`config.mk`:
```
export PLATFORM = sky130hd
export DESIGN_NAME = lsu_dccm_arb
export DESIGN_NICKNAME = d
export VERILOG_FILES = /design/src/rtl/lsu_dccm_arb.sv
export SDC_FILE = /design/constraint.sdc
export NUM_CORES = 1
export LEC_CHECK = 0
export ABC_AREA = 1
export BUFFER_PORTS_ARGS = -buffer_cell sky130_fd_sc_hd__buf_2
export CORE_MARGIN = 5
export CORE_UTILIZATION = 62
export CTS_CLUSTER_SIZE = 30
export DETAILED_ROUTE_END_ITERATION = 8
export PLACE_DENSITY_LB_ADDON = 0.15
export SETUP_SLACK_MARGIN = 0.3
export SLEW_MARGIN = 20
export SYNTH_ARGS = -nofsm -noshare
export SYNTH_HDL_FRONTEND = slang
export SYNTH_SLANG_ARGS = --single-unit
```
`constraint.sdc`:
```
create_clock -name clk -period 3.05 [get_ports clk]
set_clock_uncertainty 0.15 [all_clocks]
set_input_delay 0.305 -clock clk [delete_from_list [all_inputs] [get_ports clk]]
set_output_delay 0.305 -clock clk [all_outputs]
set_load 0.005 [all_outputs]
```
`src/rtl/lsu_dccm_arb.sv`:
```
// DCCM port arbiter: LSU pipe (decode), DMA and store-buffer drain share one
// DCCM access port. Normal priority is pipe > DMA > stbuf. Starvation counters
// open forced DMA-block or stbuf-drain windows, and decode stalls while one is open.
//
// Every cycle the grant outputs are derived combinationally from the requests
// and the registered state. When a grant and its request are both high in the
// same cycle, that requester owns the DCCM port for that cycle.

module lsu_dccm_arb #(
    parameter int DMA_STARVE_MAX   = 8,
    parameter int STBUF_STARVE_MAX = 16,
    parameter int DMA_BURST        = 4,
    parameter int CNT_W            = 5
) (
    input  logic       clk,
    input  logic       rst_l,
    input  logic       lsu_freeze_dc3,
    input  logic       lsu_p_valid,
    input  logic       dma_dccm_req,
    input  logic       stbuf_reqvld_any,
    input  logic       stbuf_full,
    output logic       lsu_pipe_gnt,
    output logic       dma_dccm_gnt,
    output logic       stbuf_gnt,
    output logic       lsu_pipe_stall,
    output logic [1:0] arb_state
);

    typedef enum logic [1:0] {
        NORMAL    = 2'd0,
        DMA_BLK   = 2'd1,
        STB_DRAIN = 2'd2
    } state_t;

    localparam logic [CNT_W-1:0] DMA_MAX_C   = CNT_W'(DMA_STARVE_MAX);
    localparam logic [CNT_W-1:0] STB_MAX_C   = CNT_W'(STBUF_STARVE_MAX);
    localparam logic [CNT_W-1:0] BURST_C     = CNT_W'(DMA_BURST);
    localparam logic [CNT_W-1:0] ONE_C       = CNT_W'(1);

    state_t           state, state_nxt;
    logic [CNT_W-1:0] dma_wait, dma_wait_nxt;
    logic [CNT_W-1:0] stb_wait, stb_wait_nxt;
    logic [CNT_W-1:0] burst, burst_nxt;
    logic             stb_seen, stb_seen_nxt;   // a drain grant already happened in this window
    logic             gnt_en;

    // Grants are suppressed while in reset or frozen.
    assign gnt_en = rst_l & ~lsu_freeze_dc3;

    // Zero-latency grant selection from the registered state.
    always_comb begin
        lsu_pipe_gnt = 1'b0;
        dma_dccm_gnt = 1'b0;
        stbuf_gnt    = 1'b0;
        if (gnt_en) begin
            case (state)
                NORMAL: begin
                    lsu_pipe_gnt = lsu_p_valid;
                    dma_dccm_gnt = dma_dccm_req & ~lsu_p_valid;
                    stbuf_gnt    = stbuf_reqvld_any & ~lsu_p_valid & ~dma_dccm_req;
                end
                DMA_BLK: begin
                    dma_dccm_gnt = dma_dccm_req;
                    stbuf_gnt    = stbuf_reqvld_any & ~dma_dccm_req;
                end
                STB_DRAIN: begin
                    stbuf_gnt    = stbuf_reqvld_any;
                    dma_dccm_gnt = dma_dccm_req & ~stbuf_reqvld_any;
                end
                default: ;
            endcase
        end
    end

    // Next state, starvation counters and burst budget; everything holds when frozen.
    always_comb begin
        state_nxt    = state;
        dma_wait_nxt = dma_wait;
        stb_wait_nxt = stb_wait;
        burst_nxt    = burst;
        stb_seen_nxt = stb_seen;
        if (!lsu_freeze_dc3) begin
            if (dma_dccm_req && !dma_dccm_gnt)
                dma_wait_nxt = (dma_wait == DMA_MAX_C) ? dma_wait : dma_wait + ONE_C;
            else
                dma_wait_nxt = '0;
            if (stbuf_reqvld_any && !stbuf_gnt)
                stb_wait_nxt = (stb_wait == STB_MAX_C) ? stb_wait : stb_wait + ONE_C;
            else
                stb_wait_nxt = '0;

            case (state)
                NORMAL: begin
                    // A full store buffer outranks DMA starvation; DMA keeps counting meanwhile.
                    if (stbuf_full && stbuf_reqvld_any) begin
                        state_nxt    = STB_DRAIN;
                        stb_wait_nxt = '0;
                        stb_seen_nxt = 1'b0;
                    end else if (dma_wait == DMA_MAX_C && dma_dccm_req) begin
                        state_nxt    = DMA_BLK;
                        dma_wait_nxt = '0;
                        burst_nxt    = BURST_C;
                    end else if (stb_wait == STB_MAX_C && stbuf_reqvld_any) begin
                        state_nxt    = STB_DRAIN;
                        stb_wait_nxt = '0;
                        stb_seen_nxt = 1'b0;
                    end
                end
                DMA_BLK: begin
                    if (dma_dccm_gnt)
                        burst_nxt = burst - ONE_C;
                    if (!dma_dccm_req || (dma_dccm_gnt && burst == ONE_C)) begin
                        state_nxt    = NORMAL;
                        dma_wait_nxt = '0;
                    end
                end
                STB_DRAIN: begin
                    if (stbuf_gnt)
                        stb_seen_nxt = 1'b1;
                    // The current cycle's grant counts toward "drained at least once".
                    if (!stbuf_reqvld_any || (!stbuf_full && (stb_seen || stbuf_gnt))) begin
                        state_nxt    = NORMAL;
                        stb_wait_nxt = '0;
                    end
                end
                default: state_nxt = NORMAL;
            endcase
        end
    end

    // State and counter registers.
    always_ff @(posedge clk or negedge rst_l) begin
        if (!rst_l) begin
            state    <= NORMAL;
            dma_wait <= '0;
            stb_wait <= '0;
            burst    <= '0;
            stb_seen <= 1'b0;
        end else begin
            state    <= state_nxt;
            dma_wait <= dma_wait_nxt;
            stb_wait <= stb_wait_nxt;
            burst    <= burst_nxt;
            stb_seen <= stb_seen_nxt;
        end
    end

    // Stall comes straight from the state flop, so it only moves at clock edges.
    assign lsu_pipe_stall = (state != NORMAL);
    assign arb_state      = state;

    a_gnt_onehot0: assert property (@(posedge clk)
        $onehot0({lsu_pipe_gnt, dma_dccm_gnt, stbuf_gnt}));
    a_no_gnt_frozen: assert property (@(posedge clk)
        lsu_freeze_dc3 |-> !(lsu_pipe_gnt | dma_dccm_gnt | stbuf_gnt));
    a_no_pipe_when_stalled: assert property (@(posedge clk)
        lsu_pipe_stall |-> !lsu_pipe_gnt);

endmodule
```
==> flow_metrics.tcl <==
set metrics [dict create \
    outcome "complete, no violations" \
    syn-num-nets 183 \
    die_h_um 54.5 \
    dp_hpwl_um 1970 \
    critPathKind "in -> out" \
    grt-ovfl-total 0 \
    io_buffers 12 \
    n_fill_cell 180 \
    numCtsBuffers 3 \
    cts_tree "built" \
    fin_util_pct 70.2 \
    wl_per_cell_um 12.1 \
    dpl_cell_area_um2 1300 \
    cts.reportedPaths.clkPinSlew_ns 0.10 \
    pin_count 13 \
    routed_via_density 5.25 \
    first_global_vias 1048 \
    antenna_found_initial 0 \
    finalSetupViolations 0 \
    p_per_area_nw_per_um2 728 \
    die_area_um2 2960 \
    synth_area_um2 1220 \
    area_growth_pct 10.2 \
    nets 198 \
    antenna_left 0 \
    synthCells 170 \
    required_ns 2.59 \
    cp-end-kind "primary output" \
    h-tree-depth 1 \
    cap_violations 0 \
    vias 1108 \
    grt_start_max_net_pins 20 \
    peakVddDrop_uv 482 \
    min-delay-path-class "in -> reg" \
    tns_ns 0 \
    clock_latency_ns 0.31 \
    cts-root-buf "clkbuf_4" \
    dp.cells 206 \
    most-common-layout-cells "nand2_1 (55), dfrtp_1 (18), inv_1 (17)" \
    first_pass_iters 4 \
    grt_pass1_wl_um 4530 \
    drive_gt1_share_pct 16.3 \
    yosysWarnings 0 \
    gp_congestion 0.847 \
    core_area_um2 1920 \
    r2r_start "dma_wait[0]" \
    hold_viol 0 \
    stdcell_count 211 \
    cts_sinks 18 \
    ys_seq_area_share_pct 36.8 \
    min_period_ns 2.25 \
    leakagePower_nw 0.752 \
    yosysUniqueCellTypes 21 \
    drt_iter0_drc 35 \
    drc_errors 0 \
    slew_violations 0 \
    track_usage_pct 21.5 \
    holdCritStartpoint "lsu_freeze_dc3" \
    crit_fanout 19 \
    slew_headroom_pct 71.8 \
    timing.final.crit_share_pct 73.9 \
    fmax_ghz 0.444 \
    cp_data_arrival_time_ns 1.80 \
    routed_wl_um 2560 \
    num_antenna_cells 0 \
    rsz0062_at_grt "no" \
    clock_path_buffers 2 \
    die_width_um 54.5 \
    post-route-cell-area_um2 1350 \
    tightest_slew_ns 0.423 \
    cp-start-kind "input pin" \
    row_count 16 \
    cts.repair.resized 0 \
    hold_ws_ns 0.139 \
    synth-seq-cells 18 \
    syn_avg_cell_area_um2 7.21 \
    layout_commonest_cell "nand2_1" \
    initial_utilization_pct 63.7 \
    crit_start "rst_l" \
]
-- cell usage after synthesis (all sizes together) --
cell   instances  area (um2)
nand3         13        70.1
a31oi          1        6.26
dfrtp         18         450
inv           21        78.8
nand2         61         249
o21a           1        7.51
o21ai          4        20.0
o31ai          4        30.0
a21oi          4        20.0
nor2          19        83.8
nand4          5        31.3
buf            3        15.0
xor2          10        87.6
ha             6        75.1
-- worst paths after layout --
path | end | slack [ns] | cells past startpoint
setup reg to reg | burst[2] | 1.27 | 11
setup / recovery | dma_dccm_gnt | 0.80 | 7
hold / removal | dma_wait[3] | 0.14 | 2
min in group asynchronous | burst[0] | 0.32 | 2
max in group asynchronous | dma_wait[0] | 2.13 | 2
hold reg to reg | burst[1] | 0.36 | 2
-- routing by layer --
metal  vias up  routed length [um]  track usage (%)  share of wire [%]
met3         5                 121             3.27                4.7
met2        29                1170             34.1                 46
met4         0                  51             9.96                2.0
met1       509                1220             28.6                 47
li1        565                   -                -                  -
met5         -                   0                0                  0
-- kinds of logic after synthesis --
kind of cell             Yosys count  synth area share (%)
AO/OA/AOI/OAI                     14                  6.84
XOR/XNOR                          10                  7.15
flip-flops                        18                  36.8
buffers and inverters             24                  7.66
AND/OR/NAND/NOR                   98                  35.4
adder cells (fa/ha/maj)            6                  6.13
-- cell type report --
class	instances	area, um2	area share (%)
inverter	21	78.8	5.84
clock buffer	4	36.3	2.69
timing repair buffer	13	70.1	5.19
tap	27	33.8	2.50
multi-input combinational	128	681	50.4
sequential	18	450	33.4
-- timing repair --
item | in CTS | in global routing
hold endpoints to repair | 18 | 0
buffers inserted | 0 | 0
hold buffers | 1 | 0
-- sequential cells by signal, summed over array words and instances, names as in the netlist --
signal	cells
stb_seen	1
dma_wait	5
stb_wait	5
burst	5
arb_state	2
-- stage by stage --
stage	total power, W	setup slack [ns]
floorplan	0.000715	1.51
global placement	0.000814	1.30
detailed placement	0.000830	1.22
CTS	0.000983	0.790
global route	0.00107	0.654
finish	0.000983	0.796
-- critical path: stages --
cell and delay [ns]:
dlygate4sd3_1 0.53, buf_2 0.37, nand2_2 0.14, nor2_2 0.12, nand3_1 0.12, inv_1 0.09, buf_2 0.11
-- power breakdown --
group | internal [W] | switching (W) | total (W)
logic | 0.000171 | 0.000275 | 0.000446
clock network | 0.0000729 | 0.0000785 | 0.000151
registers | 0.000303 | 0.0000823 | 0.000385
(Power assumes the default switching activity.)
